<file path="src/rtl/inert_intf_if.sv">
// rtl/inert_intf_if.sv - gyro SPI pins, interrupt and yaw-rate stream bundle
//
// Purpose: groups the signals that cross the inert_intf boundary so the
// design and its environment share one connection point.
//
// Signals:
//   INT     gyro data-ready interrupt (asynchronous, active high)
//   MISO    SPI data from gyro
//   SS_n    SPI select, active low
//   SCLK    SPI clock, idles high (mode 3)
//   MOSI    SPI data to gyro, MSB first
//   vld     one-cycle strobe, yaw_rt has just been updated
//   yaw_rt  signed yaw rate {yawH, yawL}
//
// Modports:
//   master  the inert_intf side (drives SPI outputs and the yaw stream)
//   slave   the gyro / integrator side
interface inert_intf_if;
    logic        INT;
    logic        MISO;
    logic        SS_n;
    logic        SCLK;
    logic        MOSI;
    logic        vld;
    logic [15:0] yaw_rt;

    modport master (
        input  INT,
        input  MISO,
        output SS_n,
        output SCLK,
        output MOSI,
        output vld,
        output yaw_rt
    );

    modport slave (
        output INT,
        output MISO,
        input  SS_n,
        input  SCLK,
        input  MOSI,
        input  vld,
        input  yaw_rt
    );
endinterface

</file>
<file path="src/rtl/inert_intf.sv">
// rtl/inert_intf.sv - gyro configuration and yaw-rate reader over a mode-3 SPI master
//
// Purpose: after power-up waits 2^PWRUP_BITS clocks, writes three gyro
// configuration registers, then on every data-ready interrupt reads the
// yaw rate low and high bytes and publishes {yawH, yawL} with a one-cycle
// vld strobe.
//
// Ports:
//   clk    system clock
//   rst_n  asynchronous active-low reset
//   bus    inert_intf_if.master: INT, MISO in; SS_n, SCLK, MOSI, vld, yaw_rt out
//
// Parameters:
//   PWRUP_BITS     width of the power-up wait timer
//   SCLK_DIV_BITS  SCLK period is 2^SCLK_DIV_BITS clocks (minimum 3)
module inert_intf #(
    parameter int PWRUP_BITS    = 16,
    parameter int SCLK_DIV_BITS = 5
) (
    input  logic          clk,
    input  logic          rst_n,
    inert_intf_if.master  bus
);

    localparam int DW = SCLK_DIV_BITS;

    // Divider landmarks: SCLK is the divider MSB. Loading 10..1 gives a
    // short high front porch before the first falling edge; sampling at
    // 01..1 lands one clock before SCLK rises; all-ones is the clock
    // before SCLK falls, where the shift register advances.
    localparam logic [DW-1:0] DIV_PRESET = {2'b10, {(DW-2){1'b1}}};
    localparam logic [DW-1:0] DIV_SMPL   = {1'b0, {(DW-1){1'b1}}};
    localparam logic [DW-1:0] DIV_ONES   = {DW{1'b1}};

    localparam logic [15:0] CMD_INT_CFG = 16'h0D02;  // INT on data ready
    localparam logic [15:0] CMD_ODR     = 16'h1160;  // gyro ODR 416 Hz
    localparam logic [15:0] CMD_ROUND   = 16'h1440;  // rounding enable
    localparam logic [15:0] CMD_RD_L    = 16'hA600;  // read yaw low byte
    localparam logic [15:0] CMD_RD_H    = 16'hA700;  // read yaw high byte

    // ------------------------------------------------------------------
    // SPI master
    // ------------------------------------------------------------------
    logic [DW-1:0] div_q, div_d;
    logic [15:0]   shreg_q, shreg_d;
    logic          miso_smp_q, miso_smp_d;
    logic [4:0]    bit_cnt_q, bit_cnt_d;
    logic          busy_q, busy_d;
    logic          ss_n_q, ss_n_d;
    logic          done_q, done_d;

    logic          wrt;
    logic [15:0]   cmd;

    always_comb begin
        div_d      = div_q;
        shreg_d    = shreg_q;
        miso_smp_d = miso_smp_q;
        bit_cnt_d  = bit_cnt_q;
        busy_d     = busy_q;
        ss_n_d     = ss_n_q;
        done_d     = 1'b0;

        if (!busy_q) begin
            if (wrt) begin
                shreg_d   = cmd;
                busy_d    = 1'b1;
                ss_n_d    = 1'b0;
                div_d     = DIV_PRESET;
                bit_cnt_d = 5'd0;
            end
        end else begin
            div_d = div_q + 1'b1;

            if (div_q == DIV_SMPL) begin
                miso_smp_d = bus.MISO;
                bit_cnt_d  = bit_cnt_q + 5'd1;
            end

            // The first all-ones after the preset precedes any sample, so
            // it only lets SCLK fall; MOSI keeps the command MSB there.
            if (div_q == DIV_ONES && bit_cnt_q != 5'd0) begin
                shreg_d = {shreg_q[14:0], miso_smp_q};
                if (bit_cnt_q == 5'd16) begin
                    // Last shift: park SCLK high and end the frame.
                    busy_d = 1'b0;
                    ss_n_d = 1'b1;
                    done_d = 1'b1;
                    div_d  = DIV_ONES;
                end
            end
        end
    end

    always_ff @(posedge clk or negedge rst_n) begin
        if (!rst_n) begin
            div_q      <= DIV_ONES;
            shreg_q    <= 16'h0000;
            miso_smp_q <= 1'b0;
            bit_cnt_q  <= 5'd0;
            busy_q     <= 1'b0;
            ss_n_q     <= 1'b1;
            done_q     <= 1'b0;
        end else begin
            div_q      <= div_d;
            shreg_q    <= shreg_d;
            miso_smp_q <= miso_smp_d;
            bit_cnt_q  <= bit_cnt_d;
            busy_q     <= busy_d;
            ss_n_q     <= ss_n_d;
            done_q     <= done_d;
        end
    end

    assign bus.SS_n = ss_n_q;
    assign bus.SCLK = div_q[DW-1];
    assign bus.MOSI = shreg_q[15];

    // ------------------------------------------------------------------
    // Interrupt synchroniser
    // ------------------------------------------------------------------
    logic int_ff1_q, int_ff2_q;

    always_ff @(posedge clk or negedge rst_n) begin
        if (!rst_n) begin
            int_ff1_q <= 1'b0;
            int_ff2_q <= 1'b0;
        end else begin
            int_ff1_q <= bus.INT;
            int_ff2_q <= int_ff1_q;
        end
    end

    // ------------------------------------------------------------------
    // Transaction sequencer
    // ------------------------------------------------------------------
    typedef enum logic [2:0] {
        PWRUP,
        INIT1,
        INIT2,
        INIT3,
        WAIT_INT,
        RD_L,
        RD_H
    } state_t;

    state_t                 state_q, state_d;
    logic [PWRUP_BITS-1:0]  timer_q, timer_d;
    logic [7:0]             yaw_l_q, yaw_l_d;
    logic [15:0]            yaw_q, yaw_d;
    logic                   vld_q, vld_d;

    always_comb begin
        state_d = state_q;
        timer_d = timer_q;
        yaw_l_d = yaw_l_q;
        yaw_d   = yaw_q;
        vld_d   = 1'b0;
        wrt     = 1'b0;
        cmd     = 16'h0000;

        case (state_q)
            PWRUP: begin
                timer_d = timer_q + 1'b1;
                if (&timer_q) begin
                    wrt     = 1'b1;
                    cmd     = CMD_INT_CFG;
                    state_d = INIT1;
                end
            end
            INIT1: begin
                if (done_q) begin
                    wrt     = 1'b1;
                    cmd     = CMD_ODR;
                    state_d = INIT2;
                end
            end
            INIT2: begin
                if (done_q) begin
                    wrt     = 1'b1;
                    cmd     = CMD_ROUND;
                    state_d = INIT3;
                end
            end
            INIT3: begin
                if (done_q) begin
                    state_d = WAIT_INT;
                end
            end
            WAIT_INT: begin
                if (int_ff2_q && !busy_q) begin
                    wrt     = 1'b1;
                    cmd     = CMD_RD_L;
                    state_d = RD_L;
                end
            end
            RD_L: begin
                if (done_q) begin
                    yaw_l_d = shreg_q[7:0];
                    wrt     = 1'b1;
                    cmd     = CMD_RD_H;
                    state_d = RD_H;
                end
            end
            RD_H: begin
                if (done_q) begin
                    // Both bytes land together, so yaw_rt is never torn.
                    yaw_d = {shreg_q[7:0], yaw_l_q};
                    vld_d = 1'b1;
                    // A still-pending interrupt chains straight into the
                    // next pair, keeping the inter-frame gap at one clock.
                    if (int_ff2_q) begin
                        wrt     = 1'b1;
                        cmd     = CMD_RD_L;
                        state_d = RD_L;
                    end else begin
                        state_d = WAIT_INT;
                    end
                end
            end
            default: begin
                state_d = PWRUP;
            end
        endcase
    end

    always_ff @(posedge clk or negedge rst_n) begin
        if (!rst_n) begin
            state_q <= PWRUP;
            timer_q <= '0;
            yaw_l_q <= 8'h00;
            yaw_q   <= 16'h0000;
            vld_q   <= 1'b0;
        end else begin
            state_q <= state_d;
            timer_q <= timer_d;
            yaw_l_q <= yaw_l_d;
            yaw_q   <= yaw_d;
            vld_q   <= vld_d;
        end
    end

    assign bus.vld    = vld_q;
    assign bus.yaw_rt = yaw_q;

endmodule

</file>
<file path="src/flat_wrapper.sv">
// flat-port wrapper written by rule: the top's interface ports become plain ports
module inert_intf_flat 
#(
    parameter int PWRUP_BITS    = 16,
    parameter int SCLK_DIV_BITS = 5
)
  (clk, rst_n, bus_INT, bus_MISO, bus_SS_n, bus_SCLK, bus_MOSI, bus_vld, bus_yaw_rt);
  inert_intf_if bus_i ();
  input  logic clk;
  input  logic rst_n;
  input wire logic [$bits(bus_i.INT)-1:0] bus_INT;
  input wire logic [$bits(bus_i.MISO)-1:0] bus_MISO;
  output wire logic [$bits(bus_i.SS_n)-1:0] bus_SS_n;
  output wire logic [$bits(bus_i.SCLK)-1:0] bus_SCLK;
  output wire logic [$bits(bus_i.MOSI)-1:0] bus_MOSI;
  output wire logic [$bits(bus_i.vld)-1:0] bus_vld;
  output wire logic [$bits(bus_i.yaw_rt)-1:0] bus_yaw_rt;
  assign bus_i.INT = bus_INT;
  assign bus_i.MISO = bus_MISO;
  assign bus_SS_n = bus_i.SS_n;
  assign bus_SCLK = bus_i.SCLK;
  assign bus_MOSI = bus_i.MOSI;
  assign bus_vld = bus_i.vld;
  assign bus_yaw_rt = bus_i.yaw_rt;
  inert_intf #(.PWRUP_BITS(PWRUP_BITS), .SCLK_DIV_BITS(SCLK_DIV_BITS)) u_core (.clk(clk), .rst_n(rst_n), .bus(bus_i));
endmodule
</file>
<file path="config.mk">
export PLATFORM = sky130hd
export DESIGN_NAME = inert_intf_flat
export DESIGN_NICKNAME = d
export VERILOG_FILES = /design/src/rtl/inert_intf_if.sv /design/src/rtl/inert_intf.sv /design/src/flat_wrapper.sv
export SDC_FILE = /design/constraint.sdc
export NUM_CORES = 1
export LEC_CHECK = 0
export CAP_MARGIN = 20
export CORE_MARGIN = 2
export CORE_UTILIZATION = 60
export CTS_BUF_LIST = sky130_fd_sc_hd__clkbuf_16
export DETAILED_ROUTE_END_ITERATION = 10
export DONT_BUFFER_PORTS = 1
export HOLD_SLACK_MARGIN = 0.08
export PLACE_DENSITY = 0.76
export SETUP_SLACK_MARGIN = 0.05
export SYNTH_ARGS = -nofsm -noshare
export SYNTH_HDL_FRONTEND = slang
export SYNTH_SLANG_ARGS = --single-unit
</file>
<file path="constraint.sdc">
create_clock -name clk -period 2.7 [get_ports clk]
set_input_delay 0 -clock clk [delete_from_list [all_inputs] [get_ports clk]]
set_output_delay 0 -clock clk [all_outputs]
set_load 0.1 [all_outputs]
</file>
==> metrics.md, run 1 <==
| Metric | Value |
|---|---|
| Vias in the first global route | 2472 |
| Primary FF master, synth | dfrtp_1 |
| Ys async rst share | between 90% and 100% |
| Count of final max-slew check failures | 0 |
| CP Data Arrival Time | approximately 2.4 ns |
| I/O pin cnt | 24 |
| H-tree levels | 3 |
| # nets final | between 300 and 400 |
| Layout cells sized above 1 | between 10% and 20% |
| Synth Register Bits | 76 |
| Setup crit end kind | register |
| GRT Util Overall | 23.8% |
| Worst setup SP type | register |
| Clk network pwr share | between 50% and 60% |
| CTS tree | done |
| Mapped Nets | 341 |
| Initial antenna violation count | 0 |
| P_sw | approximately 0.00047 W |
| Avg Cell Area, Syn | between 10 and 15 um^2 |
| Detail Route Antenna Nets | 0 |
| Commonest cells after routing, fill and taps aside | nand2_1, dfrtp_1, buf_4 |
| Status | complete, no violations |
| Seq/Total Area, Yosys | a little under three fifths |
| Chip height | about 79 um |
| Yosys cell types | 45 |
| Initial core utilization | between 60% and 70% |
| CP startpoint | u_core.div_q[0]$_DFFE_PN1P_ |
| GRT overflow | 0 |
| PwrDens | around 610 mW/mm^2 |
| Postcts setup bufs | 0 |
| Routed wire length | 6670 um |
| Dpl ws | 0.543 ns |
| Vias after detailed routing | approximately 2500 |
| CTS root buf | clkbuf_16 |
| Area delta synth->final | 16.5% |
| P_int | between 0.0015 and 0.002 W |
| Inst Count DP | a little over 400 |
| Max Cap Viol | 0 |
| Power Total | approximately 0.0024 W |
| Tcrit/Tclk final | about four fifths |
| Post-synth EDFFs | 0 |
| Dpl hpwl | between 4000 and 5000 um |
| FF-to-FF Start | u_core.div_q[0]$_DFFE_PN1P_ |
| Comb power frac | under 10% |
| Clk sink count | 76 |
| Die Area | between 0.006 and 0.007 mm^2 |
| Critical Path Fanout Max | 16 |
| Min setup slack post-route | around 0.53 ns |
| Max_slew headroom | between 30% and 40% |
| Antenna cells | 0 |
| Clock Tree Buf Depth | 2 |
| Critical Path RT | roughly 2.9 ns |
| Post-Syn Area | 0.00338 mm^2 |
| TritonRoute pass-1 iters | 4 |
| P_leak | slightly below 2 nW |
| Worst-path clk slew | roughly 0.06 ns |
| Setup-failing EPs final | 0 |
| Seq pwr share | 47.4% |
| DRC violations left | 0 |
| Placer's final routability congestion estimate | 0.794 |
| Min Clock Period, post-route | about 2.2 ns |
| Worst min path class | primary input to asynchronous set/reset pin |
| Synth warn | 0 |
| Cell Rows | 27 |
| Initial DRC count | about 250 |
| Hold Fails Final Rpt | 0 |
| First-pass GRT wire length | ~11000 um |
| Largest net degree at the start of global routing | 77 |
| WS Path Type | register to register |
| Worst slew pin tran | approximately 0.95 ns |
| IO buf count | 0 |
| Cells after Synth | ~330 |
| Finished Layout Cells | 430 |
| Layout Skew | about 0.012 ns |
| Setup TNS Final | 0 ns |
| RSZ-0062 raised after global routing | false |
| Drt via density | between 5 and 6 |
| Die Wd | 79.1 um |
| Total CTS buffers | 9 |
| Max Fclk | approximately 460 MHz |
| Peak VDD IR | 0.411 mV |
| Commonest non-fill, non-tap cell in the layout | nand2_1 |
| Sw Ratio | roughly 19% |
| Per-cell routed wire length | 15.5 um |
| Core region area | 0.00547 mm^2 |
| Worst skew pair latency | around 0.33 ns |
==> per-stage QoR <==
stage               area (um^2)  utilization [%]  hold slack [ns]
floorplan                  3380                -           -0.296
global placement           3580             65.3           -0.294
detailed placement         3580             65.3           -0.294
CTS                        3940             72.0            0.221
global route               3940             72.0            0.221
finish                     3940             72.0            0.212
==> final timing paths <==
| path | slack (ns) | to | cells after the start |
|---|---|---|---|
| max | 0.53 | u_core.shreg_q[1]$_DFFE_PN0P_ | 7 |
| min | 0.21 | u_core.bus.yaw_rt[7]$_DFFE_PN0P_ | 2 |
| max reg2reg | 0.53 | u_core.shreg_q[1]$_DFFE_PN0P_ | 7 |
| min reg2reg | 0.35 | u_core.int_ff2_q$_DFF_PN0_ | 0 |
| max in group asynchronous | 2.13 | u_core.div_q[3]$_DFFE_PN1P_ | 2 |
| min in group clk | 0.23 | u_core.int_ff1_q$_DFF_PN0_ | 1 |
==> cells in the mapped netlist (2+ instances only) <==
cell type | n | area (um^2)
and3_1 | 7 | 43.8
inv_1 | 6 | 22.5
nand2_1 | 98 | 368
mux2_2 | 10 | 113
mux2_1 | 2 | 22.5
o21ai_0 | 7 | 35.0
a21oi_1 | 11 | 55.1
dfstp_2 | 6 | 158
nand3_1 | 9 | 45.0
nor3b_1 | 2 | 15.0
a211oi_1 | 2 | 15.0
or3b_1 | 2 | 17.5
xnor2_1 | 16 | 140
and4_1 | 3 | 26.3
dfrtp_1 | 70 | 1750
xor2_1 | 2 | 17.5
clkbuf_1 | 11 | 41.3
nor2b_1 | 2 | 12.5
nor2_1 | 11 | 41.3
nor3_1 | 2 | 10.0
and2_1 | 3 | 18.8
ha_1 | 6 | 75.1
nand4_1 | 6 | 37.5
buf_2 | 2 | 10.0
a31oi_1 | 6 | 37.5
o211a_1 | 2 | 20.0
a221o_1 | 6 | 60.1
a22o_1 | 4 | 35.0
==> power by group through the flow <==
stage	clock, W	sequential (W)	combinational (W)
finish	0.00124	0.00114	0.0000303
global route	0.00130	0.00114	0.0000354
CTS	0.00125	0.00114	0.0000318
detailed placement	0	0.00116	0.00000130
global placement	0	0.00116	0.00000124
floorplan	0	0.00116	0.00000123
==> kinds of logic (layout without fill, tap and decap cells) <==
| family | Yosys count | after routing | share of synthesized area, % |
|---|---|---|---|
| mux | 13 | 13 | 4.29 |
| fa+ha+maj | 6 | 6 | 2.22 |
| buf+inv | 22 | 49 | 2.63 |
| simple gates | 150 | 150 | 19.9 |
| flops | 76 | 76 | 56.4 |
| xor+xnor | 18 | 18 | 4.66 |
| compound gates | 46 | 46 | 9.84 |
==> state kept, by name, indices dropped and copies added (netlist names), 3 cells and up <==
| register | flops |
|---|---|
| u_core.shreg_q | 16 |
| u_core.bit_cnt_q | 5 |
| u_core.state_q | 3 |
| u_core.bus.yaw_rt | 16 |
| u_core.timer_q | 16 |
| u_core.yaw_l_q | 8 |
| u_core.div_q | 5 |
==> critical path, cell delays in order, from the launching register on <==
cell	delay, ns
dfstp_2	0.54
ha_1	0.18
and3_1	0.19
ha_1	0.20
o211a_1	0.47
nor2_1	0.12
a211oi_1	0.26
a211oi_1	0.07
==> layout make-up <==
cell class / instances / area [um^2]
clock inverters: 7 / 82.6
multi-input cells: 233 / 1390
flip-flops and latches: 76 / 1910
inverters: 7 / 26.3
well taps: 72 / 90.1
clock buffers: 9 / 225
repair buffers: 26 / 223
fillers: 410 / 1530
==> what timing repair did <==
item,CTS,global route
endpoints found under the setup margin,0,0
hold buffers,4,0
endpoints found under the hold margin,78,0
resized for setup,0,0
==> per-layer routing <==
layer  GRT usage, %  vias to the layer above  part of all wire (%)
met5              0                        -                     0
met4           10.9                        0                   2.2
met1           30.2                     1235                    44
met2           39.3                       55                    50
li1               -                     1179                     -
met3           5.00                       15                   3.5
(Power assumes the default switching activity.)
==> inputs of run 2 (changes only) <==
Clock period 2.7 ns to 2.2 ns, I/O delays scaled along.
==> run 2 against run 1 <==
First-iteration DRC count down 30%. Total power up 13%. Sequential share of layout area down 0.074 points. Die area unchanged. Wire length down 4.9%. Clock power up 4%. Setup slack worse by 0.39 ns. Sequential power up 23%. Cell count up 1.4%. Combinational power up 21%. Core utilization up 0.25 points. Highest routed layer unchanged. Final area up 0.35%.
==> metrics.md, run 2 (same netlist as run 1, synthesis figures left out) <==
| Metric | Value |
|---|---|
| Status | complete, no violations |
| Per-cell routed wire length | about 15 um |
| Slowest stage delay, CP | approximately 0.54 ns |
| Postcts setup bufs | 0 |
| Setup crit end kind | register |
| Comb power frac | between 1 and 1.5% |
| Min setup slack post-route | 0.139 ns |
| IO buf count | 0 |
| Max Cap Viol | 0 |
| Antenna cells | 0 |
| P_int | 0.00216 W |
| Commonest cells after routing, fill and taps aside | nand2_1, dfrtp_1, buf_4 |
| Routed wire length | roughly 6300 um |
| Worst-path clk slew | ~0.060 ns |
| Worst setup SP type | register |
| Vias after detailed routing | 2479 |
| Min Clock Period, post-route | 2.06 ns |
| CP bufs+invs | 1 |
| Max Fclk | a little under 500 MHz |
| CP Data Arrival Time | approximately 2.3 ns |
| Tcrit/Tclk final | 93.7% |
| Total CTS buffers | 9 |
| Initial DRC count | 179 |
| Count of final max-slew check failures | 0 |
| Peak VDD IR | between 0.5 and 0.6 mV |
| P_sw | about 0.00057 W |
| GRT Util Overall | 23.0% |
| Sw Ratio | between 20% and 30% |
| H-tree levels | 3 |
| Setup-failing EPs final | 0 |
| Clk sink count | 76 |
| CTS tree | done |
| Dpl ws | around 0.054 ns |
| Cell Rows | 27 |
| WS Path Type | register to register |
| Max_slew headroom | 42.9% |
| Setup TNS Final | 0 ns |
| Die Area | roughly 0.0063 mm^2 |
| Chip height | ~79 um |
| Initial antenna violation count | 0 |
| PwrDens | approximately 700 mW/mm^2 |
| TritonRoute pass-1 iters | 4 |
| Largest net degree at the start of global routing | 77 |
| Seq pwr share | between 50% and 60% |
| Dpl hpwl | 4030 um |
| Vias in the first global route | between 2000 and 2500 |
| GRT overflow | 0 |
| Clock Tree Buf Depth | 2 |
| First-pass GRT wire length | between 10000 and 15000 um |
| CTS root buf | clkbuf_16 |
| Area delta synth->final | 16.9% |
| P_leak | 1.93 nW |
| RSZ-0062 raised after global routing | true |
| Drt via density | 5.69 |
| Worst min path class | primary input to asynchronous set/reset pin |
| Layout Skew | 0.00701 ns |
| Die Wd | a little under 80 um |
| Crit path top cell by count | nand2_1 |
| Worst Reg-to-Reg Cells | 8 |
| Critical-path cell list | ha_1 > and3_4 > ha_2 > o211ai_1 > buf_4 > nand2_1 > nand2_1 > a221o_1 |
| Worst hold slack | between 0.2 and 0.25 ns |
| Initial core utilization | between 60% and 70% |
| Critical Path RT | around 2.4 ns |
| Placer's final routability congestion estimate | between 0.8 and 0.9 |
| Worst slew pin tran | 0.858 ns |
| Layout cells sized above 1 | about 18% |
| Commonest non-fill, non-tap cell in the layout | nand2_1 |
| DRC violations left | 0 |
| Critical Path Fanout Max | 5 |
| Flop2flop setup slack | around 0.14 ns |
| Detail Route Antenna Nets | 0 |
| I/O pin cnt | 24 |
| Worst reg2reg path endpoint | u_core.shreg_q[12]$_DFFE_PN0P_ |
| Worst skew pair latency | 0.33 ns |
| Family with the most delay on the worst path | flip-flops |
| FF-to-FF Start | u_core.div_q[0]$_DFFE_PN1P_ |
| Core region area | about 0.0055 mm^2 |
| Clk network pwr share | a little under half |
| Slowest stage cell, crit path | dfstp_2 |
| Hold Fails Final Rpt | 0 |
| # nets final | 369 |
-- run 2: cell types whose count changed in the layout (fill, tap and decap cells not counted), sizes merged --
cell    previous run  this run
inv                7         9
bufinv             2         0
buf               23        29
-- run 2: power groups by stage --
stage | registers [W] | logic, W | clock network, W
after floorplan | 0.00143 | 0.00000151 | 0
after global placement | 0.00143 | 0.00000158 | 0
after detailed placement | 0.00143 | 0.00000166 | 0
after CTS | 0.00140 | 0.0000391 | 0.00131
after global routing | 0.00140 | 0.0000434 | 0.00136
final | 0.00140 | 0.0000368 | 0.00129
-- run 2: final cells by class --
class                   count  area [um^2]
flip-flops and latches     76         1910
well taps                  72         90.1
clock buffers               9          225
fillers                   384         1520
multi-input cells         233         1400
clock inverters             7         37.5
inverters                   7         26.3
repair buffers             32          268
-- run 2: per-stage QoR --
stage / instances / util (%) / instance area, um^2 / power [W]
floorplan: 331 / - / 3390 / 0.00143
global placement: 416 / 66.2 / 3620 / 0.00143
detailed placement: 416 / 66.2 / 3620 / 0.00143
CTS: 436 / 72.1 / 3950 / 0.00275
global route: 436 / 72.3 / 3960 / 0.00280
finish: 436 / 72.3 / 3960 / 0.00273
-- run 2: repair_timing --
item                                   in CTS  in global routing
setup endpoints to repair                   1                  7
hold buffers                                4                  0
endpoints found under the hold margin      78                  0
gates resized for setup                     1                  4
-- run 2: worst max-delay path by stage --
stage	from	endpoint	slack, ns	depth (start not counted)
final	u_core.div_q[0]$_DFFE_PN1P_	u_core.shreg_q[12]$_DFFE_PN0P_	0.14	8
after global routing	u_core.div_q[0]$_DFFE_PN1P_	u_core.shreg_q[11]$_DFFE_PN0P_	0.04	7
after CTS	u_core.div_q[0]$_DFFE_PN1P_	u_core.shreg_q[11]$_DFFE_PN0P_	0.12	7
after detailed placement	u_core.div_q[0]$_DFFE_PN1P_	u_core.shreg_q[11]$_DFFE_PN0P_	0.05	7
after global placement	u_core.div_q[0]$_DFFE_PN1P_	u_core.shreg_q[11]$_DFFE_PN0P_	0.14	7
after floorplan	u_core.div_q[0]$_DFFE_PN1P_	u_core.shreg_q[1]$_DFFE_PN0P_	0.08	9
-- run 2: routing by layer --
metal  up-vias  global-route usage, %  wire (um)
met3         9                   5.11        286
li1       1189                      -          -
met4         0                   10.7        115
met5         -                      0          0
met1      1218                   29.9       2830
met2        63                   36.9       3120
